**config.mk**
```make
export PLATFORM = sky130hd
export DESIGN_NAME = fifo_reader
export DESIGN_NICKNAME = d
export VERILOG_FILES = /design/src/rtl/fifo_rd_pkg.sv /design/src/rtl/fifo_rd_skid_buf.sv /design/src/rtl/fifo_reader.sv
export SDC_FILE = /design/constraint.sdc
export NUM_CORES = 1
export LEC_CHECK = 0
export BUFFER_PORTS_ARGS = -buffer_cell sky130_fd_sc_hd__clkbuf_2
export CAP_MARGIN = 25
export CORE_UTILIZATION = 40
export DETAILED_ROUTE_END_ITERATION = 12
export GPL_TIMING_DRIVEN = 1
export PLACE_DENSITY = 0.63
export SETUP_SLACK_MARGIN = 0.02
export SYNTH_ARGS = -nofsm -noshare
export SYNTH_HDL_FRONTEND = slang
export SYNTH_SLANG_ARGS = --single-unit
```
**constraint.sdc**
```tcl
create_clock -name clk -period 1.6 [get_ports clk]
set_input_delay 0 -clock clk [delete_from_list [all_inputs] [get_ports clk]]
set_output_delay 0 -clock clk [all_outputs]
set_load 0.03 [all_outputs]
```
**src/rtl/fifo_rd_pkg.sv**
```systemverilog
`default_nettype none
// ============================================================================
//  Module      : fifo_rd_pkg
//  Description : Shared types, constants and pointer helpers for fifo_reader.
//  Revision    : 1.0 - initial release
// ============================================================================
package fifo_rd_pkg;

    // Default configuration that matches the companion synchronous_FIFO.
    localparam int c_WIDTH     = 8;
    localparam int c_BUF_DEPTH = 3;
    localparam int c_PTR_W     = (c_BUF_DEPTH > 1) ? $clog2(c_BUF_DEPTH) : 1;

    // Data word carried from the FIFO to the stream output.
    typedef logic [c_WIDTH-1:0] word_t;

    // Pointer width for an arbitrary depth (at least one bit).
    function automatic int unsigned ptr_width(input int unsigned depth);
        return (depth > 1) ? $clog2(depth) : 1;
    endfunction

    // Occupancy counter width: must be able to hold the value 'depth'.
    function automatic int unsigned cnt_width(input int unsigned depth);
        return $clog2(depth + 1);
    endfunction

    // Circular increment that also works when depth is not a power of two.
    function automatic int unsigned ptr_wrap_inc(input int unsigned ptr,
                                                 input int unsigned depth);
        return (ptr + 1 >= depth) ? 32'd0 : ptr + 1;
    endfunction

endpackage : fifo_rd_pkg
`default_nettype wire

```
**src/rtl/fifo_rd_skid_buf.sv**
```systemverilog
`default_nettype none
// ============================================================================
//  Module      : fifo_rd_skid_buf
//  Description : Small circular buffer that absorbs the FIFO read latency.
//  Revision    : 1.0 - initial release
// ============================================================================
module fifo_rd_skid_buf
    import fifo_rd_pkg::*;
#(
    parameter  int WIDTH = 8,
    parameter  int DEPTH = 3,
    localparam int PTR_W = ptr_width(DEPTH),
    localparam int CNT_W = cnt_width(DEPTH)
) (
    input  logic             clk,
    input  logic             rst,          // asynchronous, active-low
    input  logic             push_i,
    input  logic [WIDTH-1:0] push_data_i,
    input  logic             pop_i,
    output logic [CNT_W-1:0] count_o,
    output logic [WIDTH-1:0] head_data_o
);

    logic [WIDTH-1:0] mem_q [DEPTH];
    logic [PTR_W-1:0] wr_ptr_q, wr_ptr_d;
    logic [PTR_W-1:0] rd_ptr_q, rd_ptr_d;
    logic [CNT_W-1:0] count_q,  count_d;
    logic             w_pop;

    // A pop against an empty buffer is ignored so the count can never underflow.
    assign w_pop = pop_i && (count_q != '0);

    // Next-state for pointers and occupancy.
    always_comb begin
        wr_ptr_d = wr_ptr_q;
        rd_ptr_d = rd_ptr_q;
        count_d  = count_q;
        if (push_i) begin
            wr_ptr_d = PTR_W'(ptr_wrap_inc(32'(wr_ptr_q), $unsigned(DEPTH)));
        end
        if (w_pop) begin
            rd_ptr_d = PTR_W'(ptr_wrap_inc(32'(rd_ptr_q), $unsigned(DEPTH)));
        end
        case ({push_i, w_pop})
            2'b10:   count_d = count_q + 1'b1;
            2'b01:   count_d = count_q - 1'b1;
            default: count_d = count_q;
        endcase
    end

    // Pointer/count registers and storage; reset discards any held words.
    always_ff @(posedge clk or negedge rst) begin
        if (!rst) begin
            wr_ptr_q <= '0;
            rd_ptr_q <= '0;
            count_q  <= '0;
            for (int i = 0; i < DEPTH; i++) begin
                mem_q[i] <= '0;
            end
        end else begin
            wr_ptr_q <= wr_ptr_d;
            rd_ptr_q <= rd_ptr_d;
            count_q  <= count_d;
            if (push_i) begin
                mem_q[wr_ptr_q] <= push_data_i;
            end
        end
    end

    assign count_o     = count_q;
    assign head_data_o = (count_q != '0) ? mem_q[rd_ptr_q] : '0;

endmodule : fifo_rd_skid_buf
`default_nettype wire

```
**src/rtl/fifo_reader.sv**
```systemverilog
`default_nettype none
// ============================================================================
//  Module      : fifo_reader
//  Description : Drains synchronous_FIFO into a valid/ready stream and counts
//                delivered words.
//  Revision    : 1.0 - initial release
// ============================================================================
module fifo_reader
    import fifo_rd_pkg::*;
#(
    parameter int WIDTH     = 8,
    parameter int BUF_DEPTH = 3,
    parameter int CNT_W     = 16
) (
    input  logic             clk,
    input  logic             rst,          // asynchronous, active-low
    input  logic             en,
    input  logic             fifo_empty,
    input  logic [WIDTH-1:0] fifo_rdata,
    output logic             fifo_r_en,
    output logic             m_valid,
    output logic [WIDTH-1:0] m_data,
    input  logic             m_ready,
    output logic [CNT_W-1:0] rd_count
);

    localparam int BCNT_W = cnt_width(BUF_DEPTH);

    logic [BCNT_W-1:0] w_buf_count;
    logic              inflight_q;
    logic [CNT_W-1:0]  rd_count_q, rd_count_d;
    logic              w_pop;
    logic [31:0]       w_occupancy;

    // Reserve a buffer slot for every read before issuing it; the in-flight
    // word always has somewhere to land, so no m_ready path is needed here.
    assign w_occupancy = 32'(w_buf_count) + 32'(inflight_q);
    assign fifo_r_en   = rst && en && !fifo_empty
                         && (w_occupancy < $unsigned(BUF_DEPTH));

    assign w_pop   = m_valid && m_ready;
    assign m_valid = (w_buf_count != '0);

    fifo_rd_skid_buf #(
        .WIDTH (WIDTH),
        .DEPTH (BUF_DEPTH)
    ) u_buf (
        .clk         (clk),
        .rst         (rst),
        .push_i      (inflight_q),
        .push_data_i (fifo_rdata),
        .pop_i       (w_pop),
        .count_o     (w_buf_count),
        .head_data_o (m_data)
    );

    // Delivered-word counter, wraps naturally at 2^CNT_W.
    always_comb begin
        rd_count_d = rd_count_q;
        if (w_pop) begin
            rd_count_d = rd_count_q + 1'b1;
        end
    end

    // In-flight flag tracks the FIFO's one-cycle read latency.
    always_ff @(posedge clk or negedge rst) begin
        if (!rst) begin
            inflight_q <= 1'b0;
            rd_count_q <= '0;
        end else begin
            inflight_q <= fifo_r_en;
            rd_count_q <= rd_count_d;
        end
    end

    assign rd_count = rd_count_q;

endmodule : fifo_reader
`default_nettype wire

```
# --- Word level (Yosys, flattened, before mapping) ---
# Cells that the tools add are included.
classes:
  bitwise: 2
  magnitude_cmp: 6
  addsub: 6
  eq_ne: 2
  reduce_logical: 9
  n_mux: 10
ops:
  columns: ["op", "count"]
  rows:
  - ["8-bit two-way mux", 4]
  - ["24-bit bitwise mux", 1]
  - ["16-bit by 1-bit adder with 16-bit output, second input constant", 1]
  - ["8-bit binary-select mux with 2-bit select", 1]
  - ["8-bit demux with 2-bit select", 1]
  - ["2-bit by 1-bit adder with 3-bit output, second input constant", 2]
  - ["3-bit by 2-bit >= comparator with 1-bit output, second input constant", 2]
  - ["3-bit >= comparator, second input constant", 2]
  - ["1-bit logical AND", 6]
  - ["2-bit inverter with 3-bit output", 2]
  - ["2-bit two-way mux", 2]
  - ["2-bit one-hot mux with 2 select lines", 1]
  - ["2-bit nonzero test", 2]
  - ["2-bit by 1-bit adder with 3-bit output", 1]
  - ["3-bit by 1-bit less-than comparator with 1-bit output, second input constant", 1]
  - ["3-bit by 2-bit less-than comparator with 1-bit output, second input constant", 1]
  - ["2-bit by 1-bit adder with 2-bit output, second input constant", 1]
  - ["2-bit by 1-bit == test with 1-bit output, second input constant", 1]
  - ["2-bit == test, second input constant", 1]
  - ["2-bit by 1-bit subtractor with 2-bit output, second input constant", 1]
  - ["1-bit logical NOT", 1]
word_totals:
  inputBits: 13
  regBits: 47
  output_inout_bits: 26
  wordCells: 43

# --- Depth between registers and ports, before layout ---
logic_depth:
  word_depth: 6
  depth_mapped: 6
  depth_no_buf: 6

# --- Cells and area by module ---
# Synthesis repeated with hierarchy kept, for this count alone.
unflattened:
  hier_cells: 177
  hier_area_um2: 2175.8
modules_own_cells:
  columns: ["mod", "cells_each", "area_each_um2", "instances", "seq_area_each_um2"]
  rows:
  - ["fifo_rd_skid_buf", 108, 1362.6, 1, 750.7]
  - ["fifo_reader", 69, 813.3, 1, 425.4]

# --- Worst setup path before layout ---
# OpenSTA, ideal clock, no wires.
synth_path:
  path_kind: "reg-to-reg"
  from: "register u_buf.count_q[0] (netlist: u_buf.count_o[0])"
  to: "register inflight_q"
  setup_slack_ns: -1.274
  n_path_buf: 0
  required_ns: 1.308
  path_stages_with_launch: 4
  period_less_slack_ns: 2.874
  setup_time_ns: 0.292
  arrival_ns: 2.582
  path_cell_list: "dfrtp_1 -> ha_1 -> ha_1 -> a2111oi_0"
synth_between:
  elab_chain_len: 3
synth_rtl:
  columns: ["element", "line_no", "source"]
  rows:
  - ["start: declaration", "fifo_rd_skid_buf.sv:27", "logic [CNT_W-1:0] count_q, count_d;"]
  - ["start signal: assignment", "fifo_rd_skid_buf.sv:63", "count_q <= count_d;"]
  - ["2-bit by 1-bit adder with 3-bit output", "fifo_reader.sv:37", "assign w_occupancy = 32'(w_buf_count) + 32'(inflight_q);"]
  - ["3-bit by 2-bit less-than comparator with 1-bit output", "fifo_reader.sv:39", "&& (w_occupancy < $unsigned(BUF_DEPTH));"]
  - ["1-bit logical AND", "fifo_reader.sv:39", null]
  - ["net fifo_r_en", "fifo_reader.sv:20", "output logic fifo_r_en,"]
  - ["end signal: assignment", "fifo_reader.sv:71", "inflight_q <= fifo_r_en;"]
  - ["end: declaration", "fifo_reader.sv:30", "logic inflight_q;"]
# The timed path passes the listed nets, and every way through them passes these cells.
# A chain may end at the register's enable or synchronous reset.

# --- Worst setup path after layout ---
layout_path:
  from: "register inflight_q"
  to: "output port fifo_r_en"
layout_between:
  elab_chain_len: 3
layout_rtl:
  columns: ["element", "line_no"]
  rows:
  - ["2-bit by 1-bit adder with 3-bit output", "fifo_reader.sv:37"]
  - ["3-bit by 2-bit less-than comparator with 1-bit output", "fifo_reader.sv:39"]
  - ["1-bit logical AND", "fifo_reader.sv:39"]
  - ["end: declaration", "fifo_reader.sv:20"]
# Every way passes these cells.

==> out/qor.txt <==
die area -> 5590 µm²
Crit. End Element -> output port
grt ovf -> 0
total CTS buffers -> 5
first-pass GRT wire length -> 6630 µm
Worst R2R Start -> inflight_q
Post-DP HPWL -> 2710 µm
pwr dens -> 1880 nW/µm²
number of iterations in the first detailed-routing pass -> 4
Starting Density -> 0.415
peak supply drop -> 1.22 mV
Hold Path End -> u_buf.rd_ptr_q[1]
Mapped Avg Cell Area -> 12.0 µm²
Area Overhead vs Synth -> 29.3%
Synthesis Warnings -> 0
Synth area leader -> dfrtp_1
Slew Viols, Final -> 0
Worst Reg2Reg Path Length in Cells -> 4
total I/O pin count -> 39
Core Area -> 5110 µm²
Hold Crit Class -> input pin to flip-flop
CTS tree -> done
cell internal pwr -> 0.00308 W
die width -> 74.8 µm
Reg power frac -> 0.390
nets -> 256
Peak Freq -> 0.609 GHz
GP Congestion -> 0.702
worst clock skew -> 0.00601 ns
initial DRC count -> 32
Hold WS -> 0.0449 ns
share of layout cells above drive strength 1 -> 0.383
final WL -> 4080 µm
Synth area leaders -> dfrtp_1, mux2_2, xnor2_1
largest net degree at the start of global routing -> 48
Unique masters post-synth -> 28
worst setup margin -> -0.0418 ns
Clock Latency Late Sink -> 0.30 ns
leakage power -> 1.27 nW
clock sinks -> 47
power share of the clock group -> 0.153
Worst R2R Setup Slack -> 0.08 ns
synthesized cell area -> 2120 µm²
Fin. Hold Viols -> 0
status -> finished, violations left
logic gate share of total power -> 0.457
drt via density -> 4.75
clk slew on worst S/H paths -> 0.08 ns
ANT cells -> 0
kind of critical path -> flip-flop to output port
vias in the first global route -> 1407
Util after Layout -> 0.537
failing checks -> setup timing
Crit Reg-Reg Endpoint -> u_buf.mem_q[6]
type of origin of the critical path -> flip-flop
cell count after synthesis -> 177
sequential element share of the synthesized area -> 0.555
Root Driver -> clkbuf_8
initial antenna violation count -> 0
min Tclk post-route -> 1.64 ns
WL/cell -> 13.2 µm
Die H -> 74.8 µm
Max-slew headroom -> 0.606
post-route ant nets -> 0
switching pwr -> 0.00208 W
DRC Markers -> 0
max_cap viols -> 0
Worst EP required -> 1.60 ns
slew of the pin with the lowest slew margin -> 0.592 ns
DR vias -> 1472
post-synthesis register bit count -> 47
syn nets -> 194
Tot Pwr -> 0.00516 W
endpoints failing setup -> 1
worst hold start -> m_ready
Rows -> 26
unrepaired setup endpoints after global routing -> yes
Critical Path AT -> 1.64 ns
Sw Share -> 0.403
Critical Path Fanout Max -> 2
port bufs -> 38
Longest Clk Path Bufs -> 2
hold path cells -> 5
gr usage total -> 0.163
Synth top area share -> 0.555
Tcrit/Tclk final -> 1.03
H-tree levels -> 2
==> how the worst max path moves through the flow <==
stage | start | end
2_1_floorplan | u_buf.count_o[0] | inflight_q
5_1_grt | inflight_q | fifo_r_en
4_1_cts | inflight_q | fifo_r_en
3_3_place_gp | u_buf.count_o[0] | fifo_r_en
3_5_place_dp | u_buf.count_o[1] | u_buf.count_o[1]
6_report | inflight_q | fifo_r_en
==> layout by cell type (no fill, tap or decap), drive strengths merged <==
cell	Yosys	routed
dfrtp	47	47
clkbuf	2	43
mux2	24	24
nor2	20	20
xnor2	16	16
nand2	13	13
buf	3	13
dlygate4sd3	0	11
mux2i	8	8
a21oi	8	8
nand3	6	6
nand4	5	5
inv	5	5
ha	4	4
nor3	3	3
a21o	2	2
and3	2	2
xor2	2	2
o21ai	2	2
nor2b	1	1
a2111oi	1	1
or3	1	1
and2	1	1
and4	1	1
clkinvlp	0	1
==> critical path: stages, from the launching register on <==
cell       delay [ns]
dfrtp_1          0.42
ha_4             0.18
ha_4             0.21
a2111oi_4        0.31
clkbuf_8         0.22
==> routing by layer <==
| metal | wire [µm] | global-route usage | share of wire |
|---|---|---|---|
| met1 | 1890 | 0.204 | 0.46 |
| met2 | 1970 | 0.267 | 0.48 |
| met3 | 144 | 0.0361 | 0.035 |
| met4 | 72 | 0.0818 | 0.018 |
| met5 | 0 | 0 | 0 |
==> power by group through the flow <==
stage               sequential [W]  clock [W]  combinational, W
CTS                        0.00200   0.000828           0.00232
finish                     0.00201   0.000787           0.00236
floorplan                  0.00210          0           0.00153
detailed placement         0.00203          0           0.00223
global placement           0.00202          0           0.00220
global route               0.00208   0.000868           0.00258
==> synth_stat cells <==
library cell and instances:
dfrtp_1 47, mux2_2 24, nor2_1 20, xnor2_1 16, nand2_1 13, a21oi_1 8, mux2i_1 8, nand3_1 6
nand4_1 5, ha_1 4, inv_1 3, a21o_1 2, and3_1 2, buf_2 2, clkbuf_1 2, nor3_2 2
xor2_1 2, a2111oi_0 1, and2_1 1, and4_1 1, buf_6 1, inv_2 1, inv_4 1, nor2b_1 1
nor3_1 1, o21ai_0 1, o21ai_4 1, or3_1 1
==> kinds of logic (layout without fill, tap and decap cells) <==
group / after synthesis / count (layout) / share of synthesized area
multiplexers: 32 / 32 / 0.165
adder cells (fa/ha/maj): 4 / 4 / 0.0236
AND/OR/NAND/NOR: 53 / 53 / 0.118
AO/OA/AOI/OAI: 13 / 13 / 0.0401
flip-flops: 47 / 47 / 0.555
buffers and inverters: 10 / 73 / 0.0236
XOR/XNOR: 18 / 18 / 0.0744
==> through the flow <==
step	instance area [µm²]	setup WS (ns)	instances	TNS [ns]
5_1_grt	2740	-0.124	310	-0.138
4_1_cts	2710	-0.0610	309	-0.0610
3_5_place_dp	2460	0.190	288	0
2_1_floorplan	2150	0.0451	177	0
3_3_place_gp	2460	0.192	288	0
6_report	2740	-0.0418	310	-0.0418
==> state kept, by name, summed over array words and instances, names as in the netlist <==
register        count
u_buf.wr_ptr_q      2
u_buf.mem_q        24
rd_count           16
inflight_q          1
u_buf.rd_ptr_q      2
u_buf.count_o       2
==> area by class of cell <==
type	instances	area (µm²)
tap	70	87.6
sequential	47	1180
inverter	5	21.3
timing repair buffer	60	404
fill	467	2370
multi-input combinational	120	945
clock inverter	1	7.51
clock buffer	7	96.3
==> what timing repair did <==
action | 4_1_cts | 5_1_grt
hold endpoints to repair | 72 | 0
hold buffers | 11 | 0
setup endpoints to repair | 9 | 9
buffers inserted | 2 | 0
pin swaps | 0 | 2
gates resized for setup | 4 | 12
cloned | 0 | 1
(Power assumes the default switching activity.)
